==> src/rtl/pipe_skid_buf.sv <==
`default_nettype none
// ============================================================================
// Module      : pipe_skid_buf
// Description : Two-entry elastic pipeline register (skid buffer) with a
//               valid/ready handshake on both sides. i_ready and o_valid are
//               decoded from registered state only, which breaks the
//               combinational o_ready -> i_ready path between stages.
//               A synchronous flush empties the buffer for branch redirect.
// Revision    : 1.0 - initial release
// ============================================================================
module pipe_skid_buf #(
    parameter int DW = 32
) (
    input  logic          clk,
    input  logic          rst,
    input  logic          flush,
    input  logic          i_valid,
    output logic          i_ready,
    input  logic [DW-1:0] i_data,
    output logic          o_valid,
    input  logic          o_ready,
    output logic [DW-1:0] o_data
);

    // Occupancy states: nothing held, main valid, main and skid valid
    localparam logic [1:0] c_st_empty = 2'd0;
    localparam logic [1:0] c_st_busy  = 2'd1;
    localparam logic [1:0] c_st_full  = 2'd2;

    logic [1:0]    state_q;
    logic [1:0]    state_d;
    logic [DW-1:0] main_q;
    logic [DW-1:0] main_d;
    logic [DW-1:0] skid_q;
    logic [DW-1:0] skid_d;

    logic          w_in_xfer;
    logic          w_out_xfer;

    assign w_in_xfer  = i_valid & i_ready;
    assign w_out_xfer = o_valid & o_ready;

    // State and data registers; reset clears everything asynchronously
    always_ff @(posedge clk or posedge rst) begin
        if (rst) begin
            state_q <= c_st_empty;
            main_q  <= '0;
            skid_q  <= '0;
        end else begin
            state_q <= state_d;
            main_q  <= main_d;
            skid_q  <= skid_d;
        end
    end

    // Next-state decode; flush overrides every transition
    always_comb begin
        state_d = state_q;
        if (flush) begin
            state_d = c_st_empty;
        end else begin
            case (state_q)
                c_st_empty: begin
                    if (w_in_xfer) state_d = c_st_busy;
                end
                c_st_busy: begin
                    if (w_in_xfer && !w_out_xfer)      state_d = c_st_full;
                    else if (!w_in_xfer && w_out_xfer) state_d = c_st_empty;
                end
                c_st_full: begin
                    if (w_out_xfer) state_d = c_st_busy;
                end
                default: state_d = c_st_empty;
            endcase
        end
    end

    // Data-register write selection; registers hold unless a word moves in.
    // On flush the contents become don't-care, so nothing is loaded.
    always_comb begin
        main_d = main_q;
        skid_d = skid_q;
        if (!flush) begin
            case (state_q)
                c_st_empty: begin
                    if (w_in_xfer) main_d = i_data;
                end
                c_st_busy: begin
                    // Pass-through refills main; otherwise overflow goes to skid
                    if (w_in_xfer && w_out_xfer)  main_d = i_data;
                    else if (w_in_xfer)           skid_d = i_data;
                end
                c_st_full: begin
                    if (w_out_xfer) main_d = skid_q;
                end
                default: begin
                    main_d = main_q;
                end
            endcase
        end
    end

    // Handshake outputs decoded from registered state only
    always_comb begin
        o_valid = (state_q != c_st_empty);
        i_ready = (state_q != c_st_full);
        o_data  = main_q;
    end

endmodule
`default_nettype wire

==> config.mk <==
export PLATFORM = sky130hd
export DESIGN_NAME = pipe_skid_buf
export DESIGN_NICKNAME = d
export VERILOG_FILES = /design/src/rtl/pipe_skid_buf.sv
export SDC_FILE = /design/constraint.sdc
export NUM_CORES = 1
export LEC_CHECK = 0
export BUFFER_PORTS_ARGS = -buffer_cell sky130_fd_sc_hd__buf_2
export CAP_MARGIN = 15
export CORE_MARGIN = 4
export CORE_UTILIZATION = 35
export DETAILED_ROUTE_END_ITERATION = 8
export GPL_TIMING_DRIVEN = 0
export HOLD_SLACK_MARGIN = 0.15
export PLACE_DENSITY = 0.52
export SYNTH_ARGS = -nofsm -noshare
export SYNTH_HDL_FRONTEND = slang
export SYNTH_SLANG_ARGS = --single-unit
==> constraint.sdc <==
create_clock -name clk -period 2.42 [get_ports clk]
set_clock_uncertainty 0.2 [all_clocks]
set_input_delay 0.121 -clock clk [delete_from_list [all_inputs] [get_ports clk]]
set_output_delay 0.121 -clock clk [all_outputs]
set_load 0.05 [all_outputs]
==> results of run 1 <==
==> metrics by stage <==
| step | TNS (ns) | worst slack, ns |
|---|---|---|
| 5_1_grt | 0 | 0.0642 |
| 6_report | 0 | 0.164 |
| 4_1_cts | 0 | 0.162 |
| 2_1_floorplan | 0 | 0.444 |
| 3_3_place_gp | -35.60 | -0.543 |
| 3_5_place_dp | 0 | 0.477 |
==> sequential cells by signal (all words and copies together), names as in the netlist <==
name	cells
state_q	2
o_data	32
skid_q	32
==> logic make-up (layout without fill, tap and decap cells) <==
logic type	count (synthesis)	in the layout
muxes	96	96
buffers and inverters	11	136
AOI/OAI and AO/OA	5	5
and+or+nand+nor	10	10
DFF	66	66
==> power groups by stage <==
stage | Combinational [mW] | Clock (mW) | Sequential (mW)
floorplan | 0.415 | 0 | 1.90
global placement | 1.01 | 0 | 1.52
detailed placement | 1.03 | 0 | 1.52
CTS | 1.09 | 0.828 | 1.51
global route | 1.15 | 0.874 | 1.54
finish | 1.07 | 0.782 | 1.50
==> final cells by class <==
cell class | count | area, um2
Inverter | 1 | 6.26
Fill cell | 804 | 4580
Multi-Input combinational cell | 111 | 1410
Clock inverter | 6 | 33.8
Timing Repair Buffer | 109 | 741
Sequential cell | 66 | 1650
Buffer | 10 | 128
Tap cell | 108 | 135
Clock buffer | 10 | 128
==> critical path, delay by kind of cell, from the launching register on <==
family | cells | cell delay, ns
AND/OR/NAND/NOR | 2 | 0.56
buffers and inverters | 1 | 0.56
flip-flops | 1 | 0.45
multiplexers | 1 | 0.38
==> metal layers <==
metal | vias to the layer above | track usage
met2 | 47 | 0.201
met3 | 11 | 0.0402
met4 | 0 | 0.0488
met1 | 942 | 0.148
li1 | 915 | -
met5 | - | 0
==> worst max path at each step <==
stage,to,slack (ns),cells after the start
6_report,skid_q[30],0.16,4
4_1_cts,skid_q[30],0.16,4
3_3_place_gp,o_data[21],-0.54,2
2_1_floorplan,o_data[0],0.44,1
3_5_place_dp,skid_q[19],0.48,4
5_1_grt,skid_q[30],0.06,4
==> synth_stat cells <==
library cell	n	share of area
mux2_2	18	0.064
nor3b_4	1	0.0059
nand2_1	3	0.0035
buf_6	4	0.014
nand2b_1	1	0.0020
mux2_1	22	0.078
inv_1	1	0.0012
o22a_1	1	0.0027
a21oi_4	1	0.0051
mux2_4	56	0.26
nand2b_2	1	0.0027
a211oi_1	1	0.0024
a21oi_1	1	0.0016
nand3b_1	1	0.0024
nor2_1	1	0.0012
buf_12	3	0.019
or2_2	1	0.0020
buf_4	3	0.0071
o21a_1	1	0.0024
nor2b_2	1	0.0027
dfrtp_1	66	0.52
==> timing repair <==
item / in CTS / in global routing
setup buffers: 0 / 0
hold buffers: 39 / 0
endpoints found under the hold margin: 132 / 0
==> impl_metrics.py, run 1 <==
metrics = {
    "cells_and_area": {
        "layout_commonest_cell": "buf_2",
        "drive_gt1_frac": 0.559,
        "diodes": 0,
        "fin_util": 0.480,
        "final_cells": 421,
        "nNetsFinal": 345,
        "area_growth_pct": 32.6,
        "finalInstanceArea_um2": 4230,
        "final_cell_mix": "70 x buf_2, 66 x dfrtp_1, 56 x mux2_4",
    },
    "sta": {
        "final_max_slew_viol_count": 0,
        "final-hold-violation-count": 0,
        "rsz0062_at_grt": "no",
        "period_minus_slack_ns": 2.26,
        "max_freq_ghz": 0.443,
        "setup_viol": 0,
        "post-route-period-util": 0.932,
        "worst_pin_slew_ns": 0.820,
        "max-slew-margin-rel": 0.453,
        "hold_ws_ns": 0.287,
    },
    "die": {
        "rows": 34,
        "io_pins": 71,
        "coreArea_um2": 8810,
        "fp.dieW_um": 103,
        "dieArea_um2": 10700,
        "start_util": 0.362,
        "die_height_um": 103,
    },
    "power": {
        "swShare": 0.346,
        "p_seq_frac": 0.448,
        "power_frac_clock": 0.233,
        "peakVddDrop_v": 0.000504,
        "p_leak_nw": 2.09,
        "p_sw_mw": 1.16,
        "p_total_mw": 3.36,
        "power_density_nw_per_um2": 794,
        "p_int_mw": 2.20,
        "power.share.combinational": 0.320,
    },
    "placed_design": {
        "placed_cell_area_um2": 3680,
        "dp.cells": 366,
        "io_buffers": 70,
        "post-dp-hpwl_mm": 3.99,
        "place_congestion": 0.674,
    },
    "route": {
        "drc": 0,
        "dr_wl_met2_mm": 3.00,
        "wl_per_cell_um": 14.5,
        "dr_wl_met3_um": 305,
        "wl_mm": 6.09,
        "avgViaCountPerCell": 4.55,
        "ant_nets": 0,
        "drt-met1-wl_mm": 2.67,
        "vias": 1915,
        "routed.top_layer": "met4",
        "first_pass_iters": 3,
        "drt_first_iter_violations": 12,
    },
    "yosys": {
        "synth_cell_types": 21,
        "synth_area_um2": 3190,
        "syn_area_per_cell_um2": 17.0,
        "yosysWarnings": 0,
        "synth-adder-area-share": 0,
        "synthSimpleGateAreaFrac": 0.0224,
        "seq_area_frac_synth": 0.518,
        "synth_top_family_by_area": "multiplexers",
        "synth_xor_area_frac": 0,
        "synth-seq-cells": 66,
        "synthesis.nets": 225,
        "synth_compound_area_frac": 0.0141,
        "synthMuxAreaShare": 0.405,
        "synthCells": 188,
    },
    "critical_path": {
        "timing.rr.start": "state_q[1]",
        "timing.rr.end": "skid_q[30]",
        "slowest_delay_ns": 0.56,
        "critPathCaptureType": "register",
        "cp.arrival_ns": 2.28,
        "crit_path_top_delay_cell": "dlygate4sd3_1",
        "critical_path_peak_fanout": 6,
        "worstPathRequired_ns": 2.44,
        "r2r_slack_ns": 0.16,
        "worstSetupStartpointType": "register",
        "critPathKind": "register to register",
        "crit_start": "state_q[1]",
        "r2r_cells": 4,
        "crit_chain": "nor2b_2, nor3b_4, mux2_2, dlygate4sd3_1",
    },
    "job": {
        "maxCapViolations": 0,
    },
    "grt": {
        "grt-ovfl-total": 0,
        "grt_antenna_before_repair": 0,
        "grt_pass1_vias": 1998,
        "grt.total_usage": 0.123,
        "grt_pass1_wl_mm": 9.87,
        "grt_max_degree": 67,
    },
    "min_path": {
        "holdPathStages": 1,
        "hold_end": "o_data[17]",
        "min_from": "o_data[17]",
        "hold_path_class": "register to register",
    },
    "cts": {
        "clock_latency_ns": 0.33,
        "clkTransAtPathRegs_ns": 0.07,
        "numCtsBuffers": 9,
        "htree_levels": 3,
        "cts_tree": "built",
        "cts.root.buffer_cell": "clkbuf_8",
        "clock-sinks": 66,
        "cts.path.max_buffers": 2,
        "cts_resized": 0,
    },
    "status": {
        "status": "finished clean",
    },
}
Power figures use the tool's default switching activity.
==> inputs of run 2 (changes only) <==
--- a/config.mk
+++ b/config.mk
@@ -5,6 +5,7 @@
 export SDC_FILE = /design/constraint.sdc
 export NUM_CORES = 1
 export LEC_CHECK = 0
+export ABC_AREA = 1
 export BUFFER_PORTS_ARGS = -buffer_cell sky130_fd_sc_hd__buf_2
 export CAP_MARGIN = 15
 export CORE_MARGIN = 4
==> impl_metrics.py, run 2 <==
metrics = {
    "job": {
        "maxCapViolations": 0,
    },
    "power": {
        "p_seq_frac": 0.400,
        "power_density_nw_per_um2": 1020,
        "p_leak_nw": 2.40,
        "power.share.combinational": 0.387,
        "power_frac_clock": 0.212,
        "peakVddDrop_v": 0.000534,
        "p_total_mw": 4.34,
        "swShare": 0.426,
        "p_int_mw": 2.49,
        "p_sw_mw": 1.85,
    },
    "cells_and_area": {
        "diodes": 0,
        "fin_util": 0.485,
        "final_cell_mix": "169 x nand2_1, 84 x buf_2, 66 x dfrtp_1",
        "nNetsFinal": 570,
        "finalInstanceArea_um2": 4250,
        "drive_gt1_frac": 0.210,
        "fillers": 924,
        "area_growth_pct": 33.7,
        "final_cells": 645,
        "layout_commonest_cell": "nand2_1",
    },
    "critical_path": {
        "worstSetupStartpointType": "register",
        "critPathCaptureType": "register",
        "crit_end": "state_q[1]",
        "critPathKind": "register to register",
        "timing.rr.end": "state_q[1]",
        "critical_path_peak_fanout": 10,
        "worstPathRequired_ns": 2.44,
        "r2r_slack_ns": 0.20,
        "crit_start": "state_q[0]",
        "timing.rr.start": "state_q[0]",
        "cp.arrival_ns": 2.23,
        "r2r_cells": 6,
    },
    "sta": {
        "setup_viol": 0,
        "final_max_slew_viol_count": 0,
        "rsz0062_at_grt": "no",
        "max_freq_ghz": 0.451,
        "fin_setup_tns_ns": 0,
        "final-hold-violation-count": 0,
        "period_minus_slack_ns": 2.22,
        "worst_pin_slew_ns": 0.827,
        "max-slew-margin-rel": 0.449,
        "hold_ws_ns": 0.265,
        "setup_slack_ns": 0.204,
        "post-route-period-util": 0.916,
    },
    "yosys": {
        "seq_area_frac_synth": 0.520,
        "synth_common_cells": "169 x nand2_1, 66 x dfrtp_1, 65 x nand3_1",
        "synth.area.top_cells": "dfrtp_1 52%, nand2_1 20%, nand3_1 10%",
        "synth_cell_types": 20,
        "synth_flop_cell": "dfrtp_1",
        "synth_top_area_cell": "dfrtp_1",
        "yosysMostFrequentCell": "nand2_1",
        "synthCells": 413,
        "yosysWarnings": 0,
        "async_reset_ff_frac": 1.00,
        "synth-seq-cells": 66,
        "synthesis.nets": 450,
        "syn_area_per_cell_um2": 7.69,
        "synth_edf_count": 0,
        "synth_area_um2": 3180,
        "yosysTopAreaCellShare": 0.520,
    },
    "route": {
        "avgViaCountPerCell": 4.58,
        "first_pass_iters": 4,
        "drt_first_iter_violations": 117,
        "ant_nets": 0,
        "drc": 0,
        "wl_mm": 8.22,
        "wl_per_cell_um": 12.7,
        "vias": 2955,
    },
    "die": {
        "io_pins": 71,
        "rows": 34,
        "dieArea_um2": 10700,
        "die_height_um": 103,
        "start_util": 0.363,
        "fp.dieW_um": 103,
        "coreArea_um2": 8760,
    },
    "cts": {
        "clkTransAtPathRegs_ns": 0.08,
        "cts.path.max_buffers": 2,
        "cts_tree": "built",
        "htree_levels": 3,
        "cts_resized": 0,
        "clock_latency_ns": 0.34,
        "clock-sinks": 66,
        "cts.root.buffer_cell": "clkbuf_8",
        "post-cts-setup-buffer-count": 0,
        "numCtsBuffers": 9,
    },
    "grt": {
        "grt_pass1_wl_mm": 13.9,
        "grt_pass1_vias": 2863,
        "grt_max_degree": 67,
        "grt.total_usage": 0.166,
        "grt-ovfl-total": 0,
        "grt_antenna_before_repair": 0,
    },
    "placed_design": {
        "placed_cell_area_um2": 3660,
        "dp.cells": 591,
        "io_buffers": 70,
        "place_congestion": 0.785,
        "post-place-ws_ns": 0.711,
        "post-dp-hpwl_mm": 5.59,
    },
    "min_path": {
        "hold_path_class": "register to register",
    },
    "status": {
        "status": "finished clean",
    },
}
[run 2: layer usage]
layer	global-route usage	up-vias	wire (um)
li1	-	1528	-
met1	0.229	1342	3880
met2	0.263	73	3800
met3	0.0302	12	404
met4	0.0578	0	136
met5	0	-	0
[run 2: worst min-delay path by stage]
stage          startpoint         end  slack (ns)  depth (start not counted)
3_5_place_dp          rst  o_data[21]        0.15                          2
2_1_floorplan       flush  state_q[1]        0.02                          1
3_3_place_gp        flush  state_q[1]        0.16                          2
4_1_cts         o_data[7]   o_data[7]        0.27                          2
5_1_grt         o_data[9]   o_data[9]        0.29                          2
6_report       o_data[11]  o_data[11]        0.27                          2
[run 2: power groups by stage]
stage	clock network (mW)	logic (mW)	registers (mW)
CTS	0.943	1.71	1.74
detailed placement	0	1.66	1.76
floorplan	0	0.610	2.38
global route	0.990	1.86	1.80
global placement	0	1.64	1.74
finish	0.922	1.68	1.74
[run 2: cell type report]
type / instances / area [um2] / share of cell area
Sequential cell: 66 / 1650 / 0.389
Multi-Input combinational cell: 279 / 1200 / 0.283
Timing Repair Buffer: 109 / 741 / 0.174
Buffer: 26 / 164 / 0.0386
Inverter: 42 / 160 / 0.0377
Clock buffer: 10 / 138 / 0.0324
Tap cell: 108 / 135 / 0.0318
Clock inverter: 5 / 55.1 / 0.0130
[run 2: cells by family (layout without fill, tap and decap cells)]
kind of cell | count (synthesis) | after routing | synth area share
simple gates | 243 | 243 | 0.317
buf+inv | 68 | 192 | 0.101
flops | 66 | 66 | 0.520
compound gates | 36 | 36 | 0.0618
[run 2: worst max-delay path: stages (launching register included)]
cell and delay [ns]:
dfrtp_1 0.42, inv_2 0.16, nor2_2 0.06, nand4_1 0.10
clkbuf_1 0.45, o31ai_1 0.13, dlygate4sd3_1 0.57
[run 2: what timing repair did]
item / 4_1_cts / 5_1_grt
endpoints found under the setup margin: 0 / 0
hold endpoints to repair: 132 / 0
hold buffers: 39 / 0
